File: config.mk
export PLATFORM = sky130hd
export DESIGN_NAME = rf_wb_arbiter
export DESIGN_NICKNAME = d
export VERILOG_FILES = /design/src/rtl/rf_arb_pkg.sv /design/src/rtl/rr_pick.sv /design/src/rtl/rf_wb_arbiter.sv
export SDC_FILE = /design/constraint.sdc
export NUM_CORES = 1
export LEC_CHECK = 0
export CAP_MARGIN = 40
export CORE_MARGIN = 2
export CORE_UTILIZATION = 64
export CTS_CLUSTER_DIAMETER = 60
export DETAILED_ROUTE_END_ITERATION = 16
export DONT_BUFFER_PORTS = 1
export PLACE_DENSITY = 0.83
export SLEW_MARGIN = 20
export SYNTH_ARGS = -nofsm -noshare
export SYNTH_HDL_FRONTEND = slang
export SYNTH_SLANG_ARGS = --single-unit
export TNS_END_PERCENT = 1
File: constraint.sdc
create_clock -name clk_i -period 2.9 [get_ports clk_i]
set_clock_uncertainty 0.05 [all_clocks]
set_input_delay 0.435 -clock clk_i [delete_from_list [all_inputs] [get_ports clk_i]]
set_output_delay 0.435 -clock clk_i [all_outputs]
set_load 0.05 [all_outputs]
File: src/rtl/rf_arb_pkg.sv
// Shared types and defaults for the register-file writeback arbiter and its helpers.
package rf_arb_pkg;

    localparam int XLEN_DEF       = 32;
    localparam int REG_ADDR_W_DEF = 5;

    localparam logic [4:0] REG_ZERO = 5'd0;

    typedef struct packed {
        logic        valid;
        logic [4:0]  rd;
        logic [31:0] wd;
    } wb_req_t;

endpackage

File: src/rtl/rr_pick.sv
// Combinational round-robin picker: first set request at or after i_ptr (wrapping) wins.
// Zero latency; no backpressure of its own, the caller decides whether to honour the grant.
module rr_pick #(
    parameter int N  = 3,
    parameter int IW = (N > 1) ? $clog2(N) : 1
) (
    input  logic [N-1:0]  i_req,
    input  logic [IW-1:0] i_ptr,
    output logic [N-1:0]  o_gnt,
    output logic [IW-1:0] o_idx,
    output logic          o_any
);

    always_comb begin
        int w_k;
        o_gnt = '0;
        o_idx = '0;
        o_any = 1'b0;
        w_k   = 0;
        for (int i = 0; i < N; i++) begin
            w_k = int'(i_ptr) + i;
            if (w_k >= N) begin
                w_k = w_k - N;
            end
            if (!o_any && i_req[IW'(w_k)]) begin
                o_any             = 1'b1;
                o_gnt[IW'(w_k)]   = 1'b1;
                o_idx             = IW'(w_k);
            end
        end
    end

endmodule

File: src/rtl/rf_wb_arbiter.sv
// Round-robin share of the register-file write port; grant in cycle N writes in N+1, stall/flush/reset withhold ready.
// Optional same-cycle forwarding of the write in flight under RF_WB_BYPASS_EN.
module rf_wb_arbiter
    import rf_arb_pkg::*;
#(
    parameter int NUM_SRC    = 3,
    parameter int XLEN       = XLEN_DEF,
    parameter int REG_ADDR_W = REG_ADDR_W_DEF
) (
    input  logic                          clk_i,
    input  logic                          reset_i,
    input  logic                          stall_i,
    input  logic                          flush_i,
    input  logic [NUM_SRC-1:0]            req_valid_i,
    input  logic [NUM_SRC*REG_ADDR_W-1:0] req_rd_i,
    input  logic [NUM_SRC*XLEN-1:0]       req_wd_i,
    output logic [NUM_SRC-1:0]            req_ready_o,
    output logic                          regwrite_o,
    output logic [REG_ADDR_W-1:0]         rd_o,
    output logic [XLEN-1:0]               wd_o,
    output logic [$clog2(NUM_SRC)-1:0]    grant_id_o
`ifdef RF_WB_BYPASS_EN
    ,
    input  logic [REG_ADDR_W-1:0]         rs1_i,
    input  logic [REG_ADDR_W-1:0]         rs2_i,
    output logic                          fwd_a_hit_o,
    output logic                          fwd_b_hit_o,
    output logic [XLEN-1:0]               fwd_a_o,
    output logic [XLEN-1:0]               fwd_b_o
`endif
);

    localparam int GW = $clog2(NUM_SRC);

    logic [NUM_SRC-1:0]    w_gnt;
    logic [GW-1:0]         w_idx;
    logic                  w_any;
    logic                  w_block;
    logic                  w_hs;
    logic [REG_ADDR_W-1:0] w_sel_rd;
    logic [XLEN-1:0]       w_sel_wd;
    logic [GW-1:0]         w_ptr_nxt;

    logic                  r_regwrite;
    logic [REG_ADDR_W-1:0] r_rd;
    logic [XLEN-1:0]       r_wd;
    logic [GW-1:0]         r_gid;
    logic [GW-1:0]         r_ptr;

    rr_pick #(
        .N  (NUM_SRC),
        .IW (GW)
    ) u_pick (
        .i_req (req_valid_i),
        .i_ptr (r_ptr),
        .o_gnt (w_gnt),
        .o_idx (w_idx),
        .o_any (w_any)
    );

    // Reset is included so no source sees ready while the arbiter is being cleared.
    assign w_block     = stall_i | flush_i | reset_i;
    assign req_ready_o = (w_any && !w_block) ? w_gnt : '0;
    assign w_hs        = |(req_valid_i & req_ready_o);
    assign w_ptr_nxt   = (w_idx == GW'(NUM_SRC - 1)) ? '0 : w_idx + 1'b1;

    always_comb begin
        w_sel_rd = '0;
        w_sel_wd = '0;
        for (int k = 0; k < NUM_SRC; k++) begin
            if (w_gnt[k]) begin
                w_sel_rd = req_rd_i[k*REG_ADDR_W +: REG_ADDR_W];
                w_sel_wd = req_wd_i[k*XLEN +: XLEN];
            end
        end
    end

    // x0 requests complete the handshake and move the pointer but never raise regwrite.
    always_ff @(posedge clk_i or posedge reset_i) begin
        if (reset_i) begin
            r_regwrite <= 1'b0;
            r_rd       <= '0;
            r_wd       <= '0;
            r_gid      <= '0;
            r_ptr      <= '0;
        end else begin
            r_regwrite <= w_hs && !flush_i && (w_sel_rd != REG_ADDR_W'(REG_ZERO));
            if (w_hs) begin
                r_rd  <= w_sel_rd;
                r_wd  <= w_sel_wd;
                r_gid <= w_idx;
                r_ptr <= w_ptr_nxt;
            end
        end
    end

    assign regwrite_o = r_regwrite;
    assign rd_o       = r_rd;
    assign wd_o       = r_wd;
    assign grant_id_o = r_gid;

`ifdef RF_WB_BYPASS_EN
    assign fwd_a_hit_o = r_regwrite && (r_rd == rs1_i) && (rs1_i != REG_ADDR_W'(REG_ZERO));
    assign fwd_b_hit_o = r_regwrite && (r_rd == rs2_i) && (rs2_i != REG_ADDR_W'(REG_ZERO));
    assign fwd_a_o     = fwd_a_hit_o ? r_wd : '0;
    assign fwd_b_o     = fwd_b_hit_o ? r_wd : '0;
`endif

endmodule
==> results.toml, run 1 <==
[worst_hold_path]
worst_hold_path_type = "in2async"

[global_routing]
grt_pass1_vias = 2485
grt_pass1_wl_mm = 12.00
grt_overflow = 0
grt_max_degree = 49
grt_usage = 0.2966
antenna_found_initial = 0

[power]
p_total_mw = 4.446
power.density_mw_per_mm2 = 1354
vdd_ir_drop_max_uv = 809.5
power.leakage_nw = 1.523

[setup_path]
crit_fanout = 5
cp_data_required_time_ns = 2.41
critPathMaxStageDelay_ns = 0.47
startpoint_type = "register"
arrival_ns = 2.38
crit_type = "reg2out"
crit_path_cell_trace = "buf_4 -> ha_4 -> buf_4 -> o21ai_0 -> a211oi_1 -> or4_4 -> nor2_2 -> buf_6"
end_kind = "output port"
cp_common_cell = "buf_4"
slowest_stage = "or4_4"

[place]
numPortBuffers = 0
routabilityCongestion = 0.9031
post-dp-hpwl_mm = 5.776

[clock_network]
clk_pin_slew_ns = 0.08
clockBufferDepth = 2
ctsRootBufferMaster = "clkbuf_8"
cts_tree = "done"
cts_buffers = 5
cts_max_level = 2
cts_sinks = 42
insertion_delay_ns = 0.28

[cells_and_area]
syn2layout_area_growth_pct = 11.42
drive_gt1_frac = 0.2892
utilization = 0.7491
antenna-diode-count = 0
final_net_count = 446

[synth]
netlist_instances = 321
synth_edf_count = 0
synth_area_sq_mm = 0.002948
ys_seq_area_frac = 0.3565
async_flop_share = 1.000
synth_ff_type = "dfrtp_1"
ys_seq_elements = 42
yosysWarnings = 0
synth.avg_cell_area_sq_um = 9.183
synthesis.nets = 443
synthDistinctLibCells = 43

[route]
drt_iter0_drc = 141
first_pass_iters = 4
wl_mm = 7.863
vias = 2583
avgViaCountPerCell = 6.851
route.detailed.drc = 0
ant_nets = 0
wl_per_cell_um = 20.86

[sta]
tightest_slew_ns = 0.5231
setup_violations = 0
slew_violations = 0
fin_crit_ns = 2.866
final.period_utilization = 0.9883
fmax_mhz = 348.9
rsz0062_at_grt = "yes"
finalHoldViolations = 0
worst_hold_slack_ns = 0.001771
relSlewSlack = 0.6513

[floorplanning]
die_w_um = 71.87
initial_core_util = 0.6724
dieArea_sq_mm = 0.005165
ios = 161
core_sq_mm = 0.004384
die_h_um = 71.87
num_rows = 24

[status]
status = "finished, final reports clean"

[flow_run]
drv_cap = 0
-- cells in the mapped netlist (3+ instances only) --
cell      instances  share of area
a21o_1           32          0.081
a311oi_2         32           0.16
a31oi_1           4         0.0085
buf_2             7          0.012
buf_6             6          0.023
clkbuf_1         14          0.018
dfrtp_1          42           0.36
ha_1              4          0.017
inv_1             7         0.0089
mux2_2            6          0.023
mux2i_1           3          0.010
nand2_1          42          0.053
nand2b_1          3         0.0064
nand3_1          35          0.059
nor2_1           42          0.053
nor2b_1           4         0.0085
o211ai_1          3         0.0076
o21ai_0           5         0.0085
-- final cells by class --
type | instances | area, sq um
multi-input combinational | 241 | 1780
fill | 319 | 1100
sequential | 42 | 1051
timing repair buffer | 26 | 271.5
clock buffer | 6 | 72.57
tap | 52 | 65.06
inverter | 8 | 30.03
clock inverter | 2 | 13.76
-- logic make-up (layout without fill, tap and decap cells) --
group	count (synthesis)	after routing	share of synthesized area
adder cells (fa/ha/maj)	4	4	0.01698
AO/OA/AOI/OAI	92	92	0.3137
multiplexers	11	11	0.04287
flip-flops	42	42	0.3565
buffers and inverters	38	42	0.06960
AND/OR/NAND/NOR	134	134	0.2003
-- report_power, final --
part / leakage [nW] / switching, mW / total (mW) / internal, mW
registers: 0.548 / 0.997 / 1.81 / 0.811
logic: 0.930 / 1.32 / 2.27 / 0.945
clock network: 0.0452 / 0.200 / 0.370 / 0.170
-- worst paths after layout --
kind	cells past startpoint	slack (ns)	endpoint	startpoint
setup / recovery	8	0.03	req_ready_o[1]	r_ptr[1]
min in group clk_i	2	0.38	rd_o[1]	req_rd_i[11]
setup reg to reg	10	0.17	wd_o[18]	r_ptr[1]
hold reg to reg	2	0.59	r_ptr[1]	r_ptr[1]
hold / removal	1	0.002	wd_o[4]	reset_i
max in group asynchronous	2	2.33	wd_o[21]	reset_i
-- per-layer routing --
metal  track usage  share of wire  up-vias
li1              -              -     1167
met1        0.3230           0.35     1229
met2        0.5381           0.51      160
met3       0.09283           0.10       27
met4        0.1090          0.034        0
met5             0              0        -
-- cells in the final DEF (no fill, tap or decap), types with 4 or more instances in the layout --
master	instances
inv_1	4
a311oi_2	32
nand3_1	35
mux2_2	4
dfrtp_1	42
nand2_1	42
buf_4	17
clkbuf_8	5
o21ai_0	5
a21o_1	32
buf_6	5
nor2_1	39
inv_2	4
a31oi_1	4
-- worst max-delay path: cells and delay by family, from the launching register on --
kind                     cells  cell delay [ns]
AND/OR/NAND/NOR              2             0.62
AO/OA/AOI/OAI                2             0.35
buffers and inverters        3             0.49
adder cells (fa/ha/maj)      1             0.23
flip-flops                   1             0.40
-- metrics by stage --
step / setup TNS (ns) / std cells / instance area, sq um / worst slack [ns]
after detailed placement: 0 / 367 / 3095 / 0.02311
after CTS: 0 / 376 / 3239 / 0.009998
after global placement: 0 / 365 / 3057 / 0.06377
after global routing: -0.1888 / 377 / 3284 / -0.07237
after floorplan: -0.09585 / 321 / 2950 / -0.09585
final: 0 / 377 / 3284 / 0.03385
-- state kept, by name, indices dropped and copies added (netlist names) --
name,cells
r_ptr,2
regwrite_o,1
rd_o,5
wd_o,32
grant_id_o,2
-- what timing repair did --
action / CTS / global route
cloned: 0 / 0
setup endpoints to repair: 3 / 34
pin swaps: 0 / 2
gates resized for setup: 11 / 10
hold buffers: 0 / 0
buffers inserted: 1 / 2
(Power assumes the default switching activity.)
==> run 2: changes to the inputs <==
Settings changed: BUFFER_PORTS_ARGS set to -buffer_cell sky130_fd_sc_hd__buf_2, CORE_UTILIZATION 64 to 45, DONT_BUFFER_PORTS 1 to unset, PLACE_DENSITY 0.83 to 0.84.
==> run 2 against run 1 <==
Compared with the run above:
- combinational power up 41%
- fmax down 0.52%
- power up 3.9%
- clock power up 23%
- sequential cell count unchanged
- critical path depth unchanged
- cell count up 46%
- critical path type unchanged
- critical endpoint is now req_ready_o[0]
- largest cell class unchanged
==> results.toml, run 2 (synthesis results as in run 1) <==
[route]
wl_mm = 8.538
vias = 3139
wl_per_cell_um = 15.47
first_pass_iters = 4
drt_iter0_drc = 114
avgViaCountPerCell = 5.687
ant_nets = 0
route.detailed.drc = 0

[worst_hold_path]
worst_hold_path_type = "in2async"

[cells_and_area]
antenna-diode-count = 0
drive_gt1_frac = 0.5053
mostFrequentLayoutCells = "buf_2 (158), nand2_1 (42), dfrtp_1 (41)"
final_net_count = 596
syn2layout_area_growth_pct = 36.08
mostFrequentLayoutCell = "buf_2"
largest_register_ffs = 32
utilization = 0.6317

[status]
status = "finished, final reports clean"

[sta]
final.period_utilization = 0.9935
fmax_mhz = 347.1
relSlewSlack = 0.7227
setup_violations = 0
slew_violations = 0
tightest_slew_ns = 0.4159
finalHoldViolations = 0
worst_hold_slack_ns = 0.08466
fin_crit_ns = 2.881

[place]
post-dp-hpwl_mm = 6.431
numPortBuffers = 160
routabilityCongestion = 0.8572

[floorplanning]
die_h_um = 84.94
dieArea_sq_mm = 0.007214
core_sq_mm = 0.006350
num_rows = 29
initial_core_util = 0.4642
ios = 161
die_w_um = 84.94

[clock_network]
cts_tree = "done"
ctsRootBufferMaster = "clkbuf_8"
insertion_delay_ns = 0.28
clk_pin_slew_ns = 0.08
cts_buffers = 5
cts_max_level = 2
cts-hold-fix-buffers = 0
clockBufferDepth = 2
cts_sinks = 42

[setup_path]
r2r_cells = 10
crit_fanout = 7
rr_endpoint = "wd_o[10]"
crit_type = "reg2out"
r2r_slack_ns = 0.20
startpoint_type = "register"
rr_startpoint = "r_ptr[1]"
arrival_ns = 2.40
cp_data_required_time_ns = 2.41
end_kind = "output port"

[power]
power.leakage_nw = 2.137
vdd_ir_drop_max_uv = 677.5
power.density_mw_per_mm2 = 1152

[global_routing]
grt_max_degree = 35
grt_usage = 0.2305
grt_pass1_vias = 3156
antenna_found_initial = 0
grt_pass1_wl_mm = 13.67
grt_overflow = 0

[flow_run]
drv_cap = 0
run 2: area by class of cell:
type | instances | area [sq um]
fill | 534 | 2338
timing repair buffer | 176 | 963.4
clock inverter | 3 | 40.04
clock buffer | 5 | 68.82
sequential | 42 | 1052
tap | 77 | 96.34
multi-input combinational | 241 | 1760
inverter | 8 | 30.03
run 2: what timing repair did:
item	CTS	global route
setup endpoints to repair	3	3
buffers inserted	0	2
resized for setup	6	10
hold endpoints to repair	0	0
run 2: power by group:
part           switching, mW  internal, mW
clock                  0.200         0.254
combinational           2.18          1.02
sequential             0.141         0.829
run 2: through the flow:
step / instances / total power [mW] / setup WS [ns] / TNS [ns] / instance area, sq um
finish: 552 / 4.622 / 0.01884 / 0 / 4011
global route: 552 / 4.914 / -0.06434 / -0.06434 / 4011
CTS: 550 / 4.548 / 0.01848 / 0 / 3963
detailed placement: 542 / 4.045 / 0.1611 / 0 / 3829
global placement: 541 / 3.961 / 0.2370 / 0 / 3809
floorplan: 321 / 3.299 / -0.09585 / -0.09585 / 2950
run 2: per-layer routing:
layer  global-route usage  vias to the layer above  wire length [um]
met4              0.07648                        0               119
met2               0.4209                      142              4456
met1               0.2741                     1515              3305
met3              0.03891                       15               657
li1                     -                     1467                 -
met5                    0                        -                 0
run 2: critical path, stage by stage (launching register included):
cell     delay, ns
dfrtp_2       0.43
inv_2         0.09
ha_4          0.15
mux2_2        0.34
mux2i_1       0.22
mux2_4        0.35
o21a_4        0.23
nor2b_1       0.13
buf_4         0.18
run 2: worst max path at each step:
stage	slack, ns	endpoint	from	depth (start not counted)
5_1_grt	-0.06	req_ready_o[0]	r_ptr[1]	8
2_1_floorplan	-0.1	req_ready_o[0]	r_ptr[1]	10
4_1_cts	0.02	req_ready_o[1]	r_ptr[0]	8
6_report	0.02	req_ready_o[0]	r_ptr[1]	8
3_3_place_gp	0.24	rd_o[0]	r_ptr[0]	9
3_5_place_dp	0.16	wd_o[10]	r_ptr[1]	10
==> run 3: changes to the inputs <==
Settings changed: CORE_MARGIN 2 to unset, CORE_UTILIZATION 45 to 47, CTS_BUF_LIST set to sky130_fd_sc_hd__clkbuf_4 sky130_fd_sc_hd__clkbuf_8, PLACE_DENSITY 0.84 to 0.87, SETUP_SLACK_MARGIN set to 0.15.
==> run 3 against run 2 <==
Compared with the run above:
- clock power fell by 16%
- first-iteration DRC count grew 35%
- setup slack improved by 0.070 ns
- cell count unchanged
- register-to-register slack got worse by 0.07 ns
==> results.toml, run 3 (synthesis results as in run 1) <==
[cells_and_area]
antenna-diode-count = 0
mostFrequentLayoutCell = "buf_2"
largest_register_ffs = 32
fin_area_sq_mm = 0.004005
drive_gt1_frac = 0.5052
final_cells = 552
multi_input_area_sq_mm = 0.001739
regArea_sq_mm = 0.001051
utilization = 0.6685
fill_cells = 483
mostFrequentLayoutCells = "buf_2 (157), nand2_1 (42), dfrtp_1 (42)"
syn2layout_area_growth_pct = 35.87
final_net_count = 598

[clock_network]
cts_tree = "done"
cts_buffers = 5
cts-hold-fix-buffers = 0
cts_max_level = 2
clockBufferDepth = 2
ctsRootBufferMaster = "clkbuf_8"
clk_pin_slew_ns = 0.08
insertion_delay_ns = 0.28
cts_sinks = 42

[place]
post-dp-hpwl_mm = 6.710
dp.cells = 542
numPortBuffers = 160
placed_area_sq_mm = 0.003844
routabilityCongestion = 0.9499
post-place-ws_ns = 0.1248

[power]
comb_power_share = 0.702
seqPwrFrac = 0.214
pwr-share-clk = 0.084
p_switching_mw = 2.518
p_total_mw = 4.553
p_sw_frac = 0.5532
power.density_mw_per_mm2 = 1137
power.leakage_nw = 2.138
vdd_ir_drop_max_uv = 737.9
intPower_mw = 2.034

[sta]
tightest_slew_ns = 0.3936
slew_violations = 0
setup_violations = 0
finalHoldViolations = 0
worst_hold_slack_ns = 0.09022
fin_crit_ns = 2.811
final.period_utilization = 0.9692
relSlewSlack = 0.7372
layout_setup_ws_ns = 0.08923
rsz0062_at_grt = "yes"
fmax_mhz = 355.8
final.setup.tns_ns = 0

[global_routing]
antenna_found_initial = 0
grt_max_degree = 29
grt_pass1_vias = 2798
grt_pass1_wl_mm = 12.92
grt_overflow = 0
grt_usage = 0.2557

[setup_path]
crit_fanout = 3
startpoint_type = "register"
arrival_ns = 2.33
r2r_cells = 10
end_kind = "output port"
crit_type = "reg2out"
cp_data_required_time_ns = 2.41

[route]
wl_mm = 8.480
ant_nets = 0
drt_iter0_drc = 154
first_pass_iters = 4
avgViaCountPerCell = 5.596
route.detailed.drc = 0
vias = 3089
wl_per_cell_um = 15.36

[floorplanning]
core_sq_mm = 0.005991
dieArea_sq_mm = 0.006593
initial_core_util = 0.4921
num_rows = 28
die_h_um = 81.20
ios = 161
die_w_um = 81.20

[status]
status = "finished, final reports clean"

[worst_hold_path]
worst_hold_path_type = "in2async"

[flow_run]
drv_cap = 0
==> run 3: cell types whose count changed in the layout (fill, tap and decap cells not counted), sizes merged <==
cell,before,now
clkinv,2,1
clkbuf,5,6
bufinv,1,0
clkinvlp,0,1
buf,176,178
==> run 3: repair_timing <==
| action | 4_1_cts | 5_1_grt |
|---|---|---|
| setup buffers | 2 | 0 |
| hold endpoints to repair | 0 | 0 |
| pin swaps | 1 | 2 |
| setup endpoints to repair | 33 | 45 |
| gates resized for setup | 8 | 8 |
==> run 3: worst paths after layout <==
check | startpoint | to | slack (ns)
worst max-delay path | r_ptr[1] | req_ready_o[0] | 0.09
worst min-delay path | reset_i | wd_o[6] | 0.09
max in group asynchronous | reset_i | wd_o[20] | 2.25
worst max register to register | r_ptr[1] | wd_o[7] | 0.13
worst min register to register | wd_o[15] | wd_o[15] | 0.42
min in group clk_i | wd_o[15] | wd_o[15] | 0.42
==> run 3: cell type report <==
| cell class | count | area share |
|---|---|---|
| multi-input combinational | 241 | 0.4342 |
| sequential | 42 | 0.2624 |
| timing repair buffer | 178 | 0.2487 |
| tap | 75 | 0.02343 |
| clock buffer | 6 | 0.02062 |
| inverter | 8 | 0.007498 |
| clock inverter | 2 | 0.003124 |
==> run 3: layer usage <==
layer	wire, um	part of all wire	GRT usage
met1	3240	0.38	0.2874
met2	4578	0.54	0.4958
met3	571	0.067	0.04831
met4	89	0.010	0.05000
met5	0	0	0
==> run 3: critical path, stage by stage, from the launching register on <==
cell	delay, ns
dfrtp_1	0.42
inv_2	0.08
ha_2	0.18
mux2_2	0.33
mux2i_1	0.18
mux2_4	0.34
o21a_1	0.20
nor2b_2	0.16
buf_6	0.15
==> run 3: power by group through the flow <==
stage | Clock (mW) | Combinational, mW | Sequential, mW
detailed placement | 0 | 3.12 | 0.979
floorplan | 0 | 1.54 | 1.76
global route | 0.414 | 3.43 | 1.00
finish | 0.382 | 3.19 | 0.976
CTS | 0.390 | 3.16 | 0.971
global placement | 0 | 3.06 | 0.970
